### config.mk
export PLATFORM = sky130hd
export DESIGN_NAME = tlu_handshake
export DESIGN_NICKNAME = d
export VERILOG_FILES = /design/src/rtl/tlu_handshake.sv
export SDC_FILE = /design/constraint.sdc
export NUM_CORES = 1
export LEC_CHECK = 0
export CAP_MARGIN = 5
export CORE_MARGIN = 2
export CORE_UTILIZATION = 63
export DETAILED_ROUTE_END_ITERATION = 8
export DONT_BUFFER_PORTS = 1
export PLACE_DENSITY = 0.79
export SYNTH_ARGS = -nofsm -noshare
export SYNTH_HDL_FRONTEND = slang
export SYNTH_SLANG_ARGS = --single-unit
### constraint.sdc
create_clock -name clk -period 3.8 [get_ports clk]
set_clock_uncertainty 0.15 [all_clocks]
set_input_delay 0.76 -clock clk [delete_from_list [all_inputs] [get_ports clk]]
set_output_delay 0.76 -clock clk [all_outputs]
set_load 0.03 [all_outputs]
### src/rtl/tlu_handshake.sv
// rtl/tlu_handshake.sv - TLU trigger handshake: busy, serial trigger-number readout, bookkeeping
module tlu_handshake #(
    parameter int ID_BITS     = 15,
    parameter int HALF_PER    = 4,
    parameter int ACK_TIMEOUT = 1000
) (
    input  logic               clk,
    input  logic               rst,
    input  logic               enable,
    input  logic               trigger,
    input  logic               readout_done,
    output logic               busy,
    output logic               trigger_clock,
    output logic [ID_BITS-1:0] trig_id,
    output logic               trig_valid,
    output logic [31:0]        trig_count,
    output logic               timeout_err
);
    localparam int CYC_W = $clog2(2 * HALF_PER);
    localparam int BIT_W = $clog2(ID_BITS + 1);
    localparam int ACK_W = $clog2(ACK_TIMEOUT + 1);
    localparam logic [CYC_W-1:0] CYC_LAST = CYC_W'(2 * HALF_PER - 1);
    localparam logic [CYC_W-1:0] CYC_HALF = CYC_W'(HALF_PER);
    localparam logic [BIT_W-1:0] BIT_LAST = BIT_W'(ID_BITS - 1);
    localparam logic [ACK_W-1:0] ACK_LAST = ACK_W'(ACK_TIMEOUT - 1);

    typedef enum logic [1:0] {IDLE, ACK, SHIFT, WAIT_DONE} state_t;

    state_t             state, state_next;
    logic               trg_m, trg_s;
    logic [CYC_W-1:0]   cyc, cyc_next;
    logic [BIT_W-1:0]   bit_cnt, bit_cnt_next;
    logic [ACK_W-1:0]   ack_cnt, ack_cnt_next;
    logic [ID_BITS-1:0] shreg, shreg_next;
    logic               capture, timeout_hit, done_accept;

    always_comb begin
        state_next   = state;
        cyc_next     = cyc;
        bit_cnt_next = bit_cnt;
        ack_cnt_next = ack_cnt;
        shreg_next   = shreg;
        capture      = 1'b0;
        timeout_hit  = 1'b0;
        done_accept  = 1'b0;
        case (state)
            IDLE: begin
                ack_cnt_next = '0;
                if (trg_s && enable) state_next = ACK;
            end
            ACK: begin
                if (!trg_s) begin
                    state_next   = SHIFT;
                    cyc_next     = '0;
                    bit_cnt_next = '0;
                end else if (ack_cnt == ACK_LAST) begin
                    timeout_hit = 1'b1;
                    state_next  = WAIT_DONE;
                end else begin
                    ack_cnt_next = ack_cnt + 1'b1;
                end
            end
            SHIFT: begin
                // The TLU changes its data bit on our rising edge; sample at the very end of the low half.
                if (cyc == CYC_LAST) begin
                    shreg_next = {shreg[ID_BITS-2:0], trg_s};
                    cyc_next   = '0;
                    if (bit_cnt == BIT_LAST) begin
                        capture    = 1'b1;
                        state_next = WAIT_DONE;
                    end else begin
                        bit_cnt_next = bit_cnt + 1'b1;
                    end
                end else begin
                    cyc_next = cyc + 1'b1;
                end
            end
            WAIT_DONE: begin
                // A done pulse coincident with trig_valid cannot belong to this trigger's readout.
                if (readout_done && !trig_valid) begin
                    done_accept = 1'b1;
                    state_next  = IDLE;
                end
            end
            default: state_next = IDLE;
        endcase
    end

    always_ff @(posedge clk or posedge rst) begin
        if (rst) begin
            trg_m         <= 1'b0;
            trg_s         <= 1'b0;
            state         <= IDLE;
            cyc           <= '0;
            bit_cnt       <= '0;
            ack_cnt       <= '0;
            shreg         <= '0;
            busy          <= 1'b0;
            trigger_clock <= 1'b0;
            trig_id       <= '0;
            trig_valid    <= 1'b0;
            trig_count    <= '0;
            timeout_err   <= 1'b0;
        end else begin
            trg_m         <= trigger;
            trg_s         <= trg_m;
            state         <= state_next;
            cyc           <= cyc_next;
            bit_cnt       <= bit_cnt_next;
            ack_cnt       <= ack_cnt_next;
            shreg         <= shreg_next;
            // Looking at the current state keeps busy high for one cycle after IDLE is re-entered.
            busy          <= (state != IDLE) || (state_next != IDLE) || !enable;
            trigger_clock <= (state_next == SHIFT) && (cyc_next < CYC_HALF);
            trig_valid    <= capture;
            if (capture)     trig_id     <= shreg_next;
            if (done_accept) trig_count  <= trig_count + 32'd1;
            if (timeout_hit) timeout_err <= 1'b1;
        end
    end
endmodule

* Word level (Yosys, flattened, before mapping)
Cells that the tools add are included.
** Storage, ports and cells
- Bits of input ports :: 5
- Word-level logic and storage cells :: 71
- Bits in latches :: 0
- Memories kept :: 0
- Flip-flop bits (word level) :: 87
- ROM bits :: 0
- Memory bits (writable) :: 0
** Operators by class
- Order comparisons :: 1
- Shift operators :: 0
- Bitwise logic cells :: 0
- Reduce and logical (&&, ||, !) cells :: 14
- Div/mod/pow operators :: 0
- Equal/unequal tests :: 12
- Multiplexer cells :: 27
- $mul :: 0
- Add/subtract/negate cells :: 4
** Operators by type and width (number)
- 32-bit by 1-bit adder with 32-bit output, second input constant :: 1
- 15-bit two-way mux :: 2
- 10-bit two-way mux :: 2
- 10-bit one-hot mux with 2 select lines :: 1
- 2-bit two-way mux :: 6
- 4-bit two-way mux :: 3
- 10-bit by 1-bit adder with 10-bit output, second input constant :: 1
- 10-bit equality test, second input constant :: 1
- 2-bit inequality test, second input constant :: 5
- 1-bit two-way mux :: 8
- 2-bit one-hot mux with 4 select lines :: 1
- 4-bit one-hot mux with 2 select lines :: 1
- 2-bit nonzero test :: 4
- 2-bit equality test, second input constant :: 3
- 3-bit two-way mux :: 2
- 3-bit one-hot mux with 2 select lines :: 1
- 4-bit by 1-bit adder with 4-bit output, second input constant :: 1
- 4-bit equality test, second input constant :: 1
- 4-bit AND reduction :: 1
- 3-bit by 1-bit adder with 3-bit output, second input constant :: 1
- 3-bit equality test, second input constant :: 1
- 1-bit logical AND :: 3
- 3-bit < comparator, second input constant :: 1
- 3-bit AND reduction :: 1
- 4 further kinds :: 6

* Logic depth before layout (Yosys ltp)
- Word-level depth :: 7
- Mapped depth :: 8

* Worst setup path after synthesis
OpenSTA, ideal clock, no wires.
- Kind :: input to register
- Start :: input port readout_done
- End :: register trig_count[30]
- Stages on the path :: 4
- Library setup time :: 0.133 ns
- Data arrival time :: 1.953 ns
- Path slack :: 1.564 ns
- Buffers on the path :: 0
- Cells stage by stage :: nand4b_4 -> or4_4 -> or3b_1 -> xnor2_1
** On the way
- Longest elaborated chain between the ends :: 3
** RTL lines
- start, declared :: line 11 : input logic readout_done,
- 1-bit logical AND :: line 80 : if (readout_done && !trig_valid) begin
- 1-bit two-way mux :: line 80
- 1-bit two-way mux :: line 46 : case (state)
- end signal, assigned :: line 117 : if (done_accept) trig_count <= trig_count + 32'd1;
- end, declared :: line 16 : output logic [31:0] trig_count,
Every way passes these cells.
A chain may end at the register's enable or synchronous reset.

* Worst setup path in the final report
- Start :: register state[0]
- End :: register trig_id[0]
** On the way
- Longest elaborated chain between the ends :: 2
- Elaborated cells on any way between the ends :: 3
- Classes of those cells :: 1 x eq/ne; 2 x mux
** RTL lines
- start, declared :: line 29 : state_t state, state_next;
- start signal, assigned :: line 107 : state <= state_next;
- 2-bit equality test * :: line 46
- 15-bit two-way mux / 1-bit two-way mux (equally long branches) :: line 46
- end signal, assigned :: line 116 : if (capture) trig_id <= shreg_next;
- end, declared :: line 14 : output logic [ID_BITS-1:0] trig_id,
Mark *: on every way between the ends. The rest lies on a longest branch, timed or not.

==> summary.txt <==
STA
  – Final Max Slew Viols: 0
  – Total negative slack: 0 ns
  – Fmax: 406.8 MHz
  – Final Setup Violations: 0
  – Fin crit period: 2.458 ns
  – Final hold vios: 0
  – RSZ-0062 raised after global routing: false
  – Setup WS post-layout: 1.342 ns
  – Worst Max-Slew Pin Slew: 0.7935 ns
  – Max-Slew Margin vs Limit: 0.4661
  – Period utilisation layout: 0.6470

Pwr
  – Final Power: 0.001548 W
  – Peak VDD IR: 0.2650 mV
  – LEAKAGE: 1.936 nW
  – Power density over cell area: 374.0 nW/um^2

Detailed routing
  – WL per Instance: 17.34 um
  – Vias per cell: 6.177
  – Post-route ant nets: 0
  – Via count: 2,514
  – Initial DRC count: 139
  – WL final: 7057 um
  – Detailed-route DRC error count: 0
  – Detailed Routing Iterations Pass 1: 4

Die
  – IO Pins: 56
  – Initial Util: 0.6513
  – Horiz. Die Dim: 82.24 um
  – Chip height: 82.24 um
  – Core Area: 5921 um^2
  – Die ar.: 6763 um^2
  – Row count: 28

Placement
  – Final HPWL DP: 5062 um
  – Placed Area: 3955 um^2
  – Worst Setup Slack post-DPL: 1.338 ns
  – Port Buffer Count: 0
  – Gpl congestion: 0.8121

GRT
  – First-pass GRT wire length: 11,180 um
  – Gr usage total: 0.2207
  – Pin count of the biggest net entering global routing: 39
  – Initial antenna violation count: 0
  – Total gr overflow: 0
  – Number of global-route vias before repair: 2,418

Clock network
  – Clock Latency Late Sink: 0.35 ns
  – CTS Buf Count: 9
  – Clk sinks: 87
  – Cts repair resizes: 0
  – Post-CTS Setup Bufs: 0
  – Cts hold-fix bufs: 0
  – Total number of H-tree levels: 3
  – Clk slew on worst S/H paths: 0.09 ns
  – CTS tree: yes
  – CTS Root Buffer Type: clkbuf_8
  – CTS max path bufs: 2

Logic synthesis
  – Yosys top cell by area: dfrtp_1
  – EDFF count, synth: 0
  – Top-area cell type share of the netlist area: 0.5646
  – Synth Flop Type: dfrtp_1
  – Total number of yosys warnings: 0
  – Synth area leaders: dfrtp_1, mux2_2, xnor2_1
  – Seq/Total Area, Yosys: 0.5646
  – Mean Syn Cell Area: 12.09 um^2
  – Mapped cell area: 3856 um^2
  – Post-synthesis net count: 334
  – Yosys reg bits: 87
  – Cell variety after synth: 40
  – Post-synth ARST share: 1.000
  – Post-Synthesis Cells: 319

Worst setup path
  – Worst path arrival time: 2.55 ns
  – Cell-by-cell trace of the critical path: inv_1 > ha_1 > nand2_1 > buf_4 > nor2_1 > buf_4 > mux2_2
  – Critical path type: reg -> reg
  – Worst setup EP type: flip-flop
  – WP data required: 3.89 ns
  – Critical-path cell with the highest stage delay: dfrtp_1
  – Crit Path Max Fanout: 18
  – Startpoint types: flip-flop
  – Critical Path Max Stage Delay: 0.41 ns
  – CP most frequent cell: buf_4

Finish
  – Storage element area: 2177 um^2
  – # fillers: 415
  – Layout Nets: 342
  – Fraction of layout cells with a size suffix above 1: 0.1777
  – Ant diodes: 0
  – P&R area growth vs syn: 7.365%
  – Area occupied by multi-input gates: 1612 um^2
  – Post-layout instance area: 4140 um^2

Run status
  – Status: completed

Hold path
  – Hold WC Path Type: in -> async

Job
  – Max Cap Violations: 0
[per-stage QoR]
| stage | hold WS (ns) | cells | util |
|---|---|---|---|
| 3_5_place_dp | 0.2034 | 391 | 0.6680 |
| 5_1_grt | 0.2216 | 407 | 0.6993 |
| 2_1_floorplan | 0.1812 | 319 | - |
| 3_3_place_gp | 0.1828 | 391 | 0.6680 |
| 6_report | 0.2011 | 407 | 0.6993 |
| 4_1_cts | 0.2099 | 407 | 0.6993 |
[where the power goes]
part | switching [W] | internal (W)
clock network | 0.000318 | 0.000273
registers | 0.00000263 | 0.000929
logic | 0.0000205 | 0.00000468
total | 0.000341 | 0.00121
[flip-flops by register name, summed over array words and instances (netlist names)]
name / flops
trig_valid: 1
busy: 1
bit_cnt: 4
trig_id: 15
state: 2
timeout_err: 1
trg_m: 1
cyc: 3
trg_s: 1
trigger_clock: 1
trig_count: 32
shreg: 15
ack_cnt: 10
[critical path, delay by kind of cell (launching register included)]
kind          cells  cell delay [ns]
simple gates      2             0.44
mux               1             0.35
flops             1             0.41
buf+inv           3             0.62
fa+ha+maj         1             0.38
[cells in the mapped netlist, drive strengths merged, types with 5 or more instances]
cell and count:
nand3 17, o21ai 6, nand2 25, nor4 8, xor2 8, dfrtp 87
inv 9, xnor2 29, mux2 31, clkbuf 5, or4 5, nor3 8
nand4 11, ha 10, nor2 16
[area by class of cell]
| cell class | count | area share |
|---|---|---|
| clock inverter | 4 | 0.007253 |
| tap | 75 | 0.02267 |
| multi-input combinational | 215 | 0.3892 |
| clock buffer | 12 | 0.03747 |
| sequential | 87 | 0.5258 |
| inverter | 9 | 0.008462 |
| timing repair buffer | 5 | 0.009066 |
[per-layer routing]
layer | wire length (um) | track usage
met3 | 413 | 0.07283
met4 | 159 | 0.08500
met5 | 0 | 0
met1 | 2985 | 0.2789
met2 | 3499 | 0.3532
[kinds of logic (layout without fill, tap and decap cells)]
kind of cell             Yosys count  after routing  synth area share
AO/OA/AOI/OAI                     24             24           0.04413
flip-flops                        87             87            0.5646
buffers and inverters             17             30           0.01752
adder cells (fa/ha/maj)           10             10           0.03245
multiplexers                      33             33           0.09572
AND/OR/NAND/NOR                  111            111            0.1616
XOR/XNOR                          37             37           0.08404
[final timing paths]
kind	start	to	slack, ns	depth (start not counted)
max in group asynchronous	rst	shreg[3]$_DFF_PP0_	2.52	2
min in group clk	trg_m$_DFF_PP0_	trg_s$_DFF_PP0_	0.21	0
setup / recovery	state[0]$_DFF_PP0_	trig_id[0]$_DFFE_PP0P_	1.34	7
setup reg to reg	state[0]$_DFF_PP0_	trig_id[0]$_DFFE_PP0P_	1.34	7
hold reg to reg	trg_m$_DFF_PP0_	trg_s$_DFF_PP0_	0.21	0
hold / removal	rst	trig_count[7]$_DFFE_PP0P_	0.20	1
[placed cells by master, fill, tap and decap left out, types with 4 or more instances in the layout]
cell        synthesis  routed
dfrtp_1            87      87
mux2_2             31      31
xnor2_1            29      29
nand2_1            25      25
nand3_1            17      17
nor2_1             16      16
clkbuf_8            0      11
ha_1               10      10
nand4_1             9       9
inv_1               9       8
xor2_1              8       8
nor3_1              8       8
nor4_1              8       8
o21ai_0             5       5
buf_4               0       5
a21oi_1             4       4
nor2b_1             4       4
and4_1              4       4
clkinvlp_4          0       4
No activity file was read; power rests on OpenSTA's default activity.
